==> config.mk <==
export PLATFORM = sky130hd
export DESIGN_NAME = lzc_norm_pipe
export DESIGN_NICKNAME = d
export VERILOG_FILES = /design/src/rtl/lzc_norm_pipe.sv
export SDC_FILE = /design/constraint.sdc
export NUM_CORES = 1
export LEC_CHECK = 0
export BUFFER_PORTS_ARGS = -buffer_cell sky130_fd_sc_hd__buf_2
export CORE_MARGIN = 10
export CORE_UTILIZATION = 59
export DETAILED_ROUTE_END_ITERATION = 8
export PLACE_DENSITY = 0.89
export SLEW_MARGIN = 20
export SYNTH_ARGS = -nofsm -noshare
export SYNTH_HDL_FRONTEND = slang
export SYNTH_SLANG_ARGS = --single-unit
==> constraint.sdc <==
create_clock -name clk -period 7 [get_ports clk]
set_input_delay 0.7 -clock clk [delete_from_list [all_inputs] [get_ports clk]]
set_output_delay 0.7 -clock clk [all_outputs]
set_load 0.005 [all_outputs]
==> src/rtl/lzc_norm_pipe.sv <==
// Two-stage pipelined leading-zero count / popcount / left-normalise unit with a valid/ready handshake.
// Define LZC_NORM_POPCNT_EN to build the popcount mode (01); without it, mode 01 decodes as LZC.
module lzc_norm_pipe #(
    parameter int WIDTH = 48,
    parameter int GROUP = 8,
    parameter int CNT_W = 6
) (
    input  logic             clk,
    input  logic             rst,
    input  logic             i_valid,
    output logic             i_ready,
    input  logic [WIDTH-1:0] i_data,
    input  logic [1:0]       i_mode,
    output logic             o_valid,
    input  logic             o_ready,
    output logic [CNT_W-1:0] o_count,
    output logic [WIDTH-1:0] o_data,
    output logic             o_zero
);

    localparam int NG = WIDTH / GROUP;
    localparam int GW = $clog2(GROUP + 1);

    generate
        if ((WIDTH % GROUP) != 0) begin : g_bad_width
            $error("lzc_norm_pipe: WIDTH must be a multiple of GROUP");
        end
        if (GROUP > 16 || (GROUP & (GROUP - 1)) != 0) begin : g_bad_group
            $error("lzc_norm_pipe: GROUP must be a power of 2, at most 16");
        end
        if ((2 ** CNT_W) <= WIDTH) begin : g_bad_cnt
            $error("lzc_norm_pipe: CNT_W too narrow to hold WIDTH");
        end
    endgenerate

    // Group NG-1 holds the operand MSBs; group 0 holds the LSBs.
    logic [NG-1:0][GROUP-1:0] in_grp;
    logic [NG-1:0]            grp_nz;
    logic [NG-1:0][GW-1:0]    grp_lz;

    logic                     s1_valid;
    logic [NG-1:0]            s1_nz;
    logic [NG-1:0][GW-1:0]    s1_lz;
    logic [WIDTH-1:0]         s1_data;
    logic [1:0]               s1_mode;

    logic                     s2_load;
    logic [CNT_W-1:0]         lz_count;
    logic [CNT_W-1:0]         result_count;
    logic [WIDTH-1:0]         result_data;
    logic                     all_zero;

    assign in_grp = i_data;

    // Stage 2 can take new data when empty or when its result is leaving this cycle.
    assign s2_load = !o_valid || o_ready;
    assign i_ready = !s1_valid || s2_load;

    // Per-group priority encode; the highest set bit wins because it is assigned last.
    always_comb begin
        for (int g = 0; g < NG; g++) begin
            grp_nz[g] = |in_grp[g];
            grp_lz[g] = '0;
            for (int b = 0; b < GROUP; b++) begin
                if (in_grp[g][b]) begin
                    grp_lz[g] = GW'(GROUP - 1 - b);
                end
            end
        end
    end

`ifdef LZC_NORM_POPCNT_EN
    logic [NG-1:0][GW-1:0] grp_pop;
    logic [NG-1:0][GW-1:0] s1_pop;
    logic [CNT_W-1:0]      pop_count;

    always_comb begin
        for (int g = 0; g < NG; g++) begin
            grp_pop[g] = '0;
            for (int b = 0; b < GROUP; b++) begin
                grp_pop[g] = grp_pop[g] + GW'(in_grp[g][b]);
            end
        end
    end

    always_comb begin
        pop_count = '0;
        for (int g = 0; g < NG; g++) begin
            pop_count = pop_count + CNT_W'(s1_pop[g]);
        end
    end

    always_ff @(posedge clk) begin
        if (i_valid && i_ready) begin
            s1_pop <= grp_pop;
        end
    end
`endif

    always_ff @(posedge clk) begin
        if (rst) begin
            s1_valid <= 1'b0;
        end else if (i_ready) begin
            s1_valid <= i_valid;
        end
    end

    always_ff @(posedge clk) begin
        if (i_valid && i_ready) begin
            s1_nz   <= grp_nz;
            s1_lz   <= grp_lz;
            s1_data <= i_data;
            s1_mode <= i_mode;
        end
    end

    // Scan LSB group upward so the most significant nonzero group is assigned last.
    always_comb begin
        lz_count = CNT_W'(WIDTH);
        for (int g = 0; g < NG; g++) begin
            if (s1_nz[g]) begin
                lz_count = CNT_W'((NG - 1 - g) * GROUP) + CNT_W'(s1_lz[g]);
            end
        end
    end

    assign all_zero = ~|s1_nz;

    always_comb begin
        result_count = lz_count;
        result_data  = s1_data;
`ifdef LZC_NORM_POPCNT_EN
        if (s1_mode == 2'b01) begin
            result_count = pop_count;
        end
`endif
        if (s1_mode == 2'b10) begin
            result_data = s1_data << lz_count;
        end
    end

    always_ff @(posedge clk) begin
        if (rst) begin
            o_valid <= 1'b0;
            o_count <= '0;
            o_data  <= '0;
            o_zero  <= 1'b0;
        end else if (s2_load) begin
            o_valid <= s1_valid;
            if (s1_valid) begin
                o_count <= result_count;
                o_data  <= result_data;
                o_zero  <= all_zero;
            end
        end
    end

endmodule
==> metrics.txt <==
final worst path period share 60.1%; Min Hold Slack 0.448 ns; number of synthesized register bits 131; Port Buffer Count 110; area of the multi-input gates 5010 um^2; die span in y 142 um; Crit. Startpoint s1_nz[5]; worst slack, placed 2.99 ns; Final Worst Setup Slack 2.79 ns; maxcap violations 0; Post-route DRC 0; Tot GR Track Use 33.1%; RSZ-0062 raised after global routing false; hpwl dp 24800 um; Nets 1117; main flop type after synthesis edfxtp_1; Fmax 238 MHz; Placed Area 9320 um^2; Fin. Hold Viols 0; pwr dens 230 nW/um^2; share of cells above drive strength 1 18.4%; chip width 142 um; Starting Density 60.2%; I/O pin count 111; GRT Residual Overflow 0; CTS sink count 131; Arrival @ worst endpoint 4.52 ns; hold path cells 2; leakage power 3.78 nW; CTS root buffer clkbuf_16; DR iter-0 viols 1599; synthesized net count 1052; RR Startpoint s1_nz[5]; H-tree levels 4; DR vias 9121; vias in the first global route 8441; final-layout fill cell count 1143; Setup CP Type reg -> reg; Core ar. 14600 um^2; placed cell count 1228; CTS tree yes; number of synthesized flops with an enable pin 74; Rel. slew slack 27.0%; vias per cell 7.24; max-slew violation count 0; status completed; post-cts resize count 0; post-route insts no fill 1260; Critical Path Max Stage Delay 0.96 ns; IR Drop Worst-Case VDD 234 uV; die area 20200 um^2; Worst Hold Class reg -> reg; Core Rows 44; worst-case clock buffer depth 2; clock skew 0.00897 ns; sequential area share after synthesis 38.3%; Worst-Margin Slew 1.09 ns; Cell Area, Synth 8790 um^2; Post-Route Setup TNS 0 ns; slowest CP cell nor2_1; total CTS buffers 17; total power 2.28 mW; Reg2Reg Depth 10; Area growth syn-to-layout 12.8%; worst reg-to-reg setup slack 2.79 ns; maximum number of pins on one net before global-route repair 75; Final min period 4.21 ns; critical path required time 7.31 ns; final setup violation count 0; hold_buf cts 0; first-pass GRT wire length 51900 um; Routed WL 34700 um; fraction of registers with async set/reset 0%; worst-path cell chain buf_4 > a211oi_1 > o21ai_1 > o221ai_4 > nor2_1 > a22oi_1 > o221ai_1 > a21oi_1 > a221o_1 > a211o_1; Crit path max-delay family compound AO/OA/AOI/OAI gates; drt wl/cell 27.6 um; CP Launch Type flip-flop; sequential cell area 3360 um^2; synth unique cells 70; DRT antenna net count 0; Buf/Inv on CP 1; synthesis warning total 0; antenna violations before repair 0; RePlAce Congestion 1.08; final instance area 9910 um^2; Mapped Cells 998; syn avg cell area 8.80 um^2; setup bufs post-CTS 0; Antenna Cells 0; Reg clk slew, reported paths 0.06 ns; Worst Path Max Fanout 45; WHS Endpoint o_count[5]; hold wc startpoint o_count[5]; CP endpoint kind flip-flop; drt pass-1 iters 8; worst reg2reg path endpoint o_data[47]; final core area utilization 67.9%; Clock Latency Late Sink 0.43 ns
-- synthesized netlist by cell type (all sizes together), types with 12 or more instances --
cell	count	area [um^2]
nor2	121	464
nand2	87	327
a21oi	76	380
edfxtp	74	2220
mux2i	73	747
nor3	64	330
a221oi	63	594
dfxtp	57	1140
nor2b	54	338
clkbuf	46	173
buf	36	231
o21ai	33	165
a22oi	24	180
nand3	20	100
a211oi	16	120
a221o	14	140
nor4	12	75.1
-- final cells by class --
cell class                 count  area share (%)
clock inverter                14            1.57
timing repair buffer         128            6.92
tap                          184            2.32
inverter                       9           0.341
clock buffer                  18            4.33
sequential                   131            33.9
multi-input combinational    776            50.6
-- report_power, final --
group,internal [mW],switching (mW),leakage [nW]
sequential,0.866,0.0546,1.19
combinational,0.159,0.303,2.32
clock,0.528,0.369,0.271
total,1.55,0.726,3.78
-- logic make-up (layout without fill, tap and decap cells) --
| group | Yosys count | in the layout | share of synthesized area [%] |
|---|---|---|---|
| AOI/OAI and AO/OA | 306 | 306 | 26.1 |
| buffers and inverters | 91 | 169 | 4.98 |
| muxes | 82 | 82 | 9.66 |
| and+or+nand+nor | 388 | 388 | 20.9 |
| DFF | 131 | 131 | 38.3 |
-- how the worst max path moves through the flow --
| stage | to | slack [ns] | cells past startpoint |
|---|---|---|---|
| after CTS | o_data[47] | 2.99 | 10 |
| after global routing | o_data[47] | 2.62 | 10 |
| after global placement | o_data[30] | 3.06 | 10 |
| after floorplan | s1_data[0] | 3.96 | 3 |
| final | o_data[47] | 2.79 | 10 |
| after detailed placement | o_data[47] | 2.99 | 10 |
-- metal layers --
metal	vias up	global-route usage [%]	share of wire [%]
li1	3981	-	-
met1	4269	45.4	40
met2	763	47.2	42
met3	108	9.91	14
met4	0	13.9	3.9
met5	-	0	0
-- worst register-to-register path, delay by kind of cell, from the launching register on --
family | cells | cell delay (ns)
AOI/OAI and AO/OA | 8 | 2.00
and+or+nand+nor | 1 | 0.97
DFF | 1 | 0.65
buffers and inverters | 1 | 0.47
-- flip-flops by register name (all words and copies together), names as in the netlist --
register,flops
o_valid,1
s1_nz,6
o_data,48
s1_mode,2
s1_valid,1
o_count,6
s1_data,48
s1_lz,18
o_zero,1
-- placed cells by master (no fill, tap or decap), types with 18 or more instances in the layout --
master,n
a221oi_1,58
o21ai_0,30
a21oi_1,75
nor3_1,61
nand2_1,87
mux2i_1,71
nor2_1,116
edfxtp_1,74
a22oi_1,24
nand3_1,20
buf_4,18
buf_2,110
dfxtp_1,57
nor2b_1,52
No activity file was read; power rests on OpenSTA's default activity.
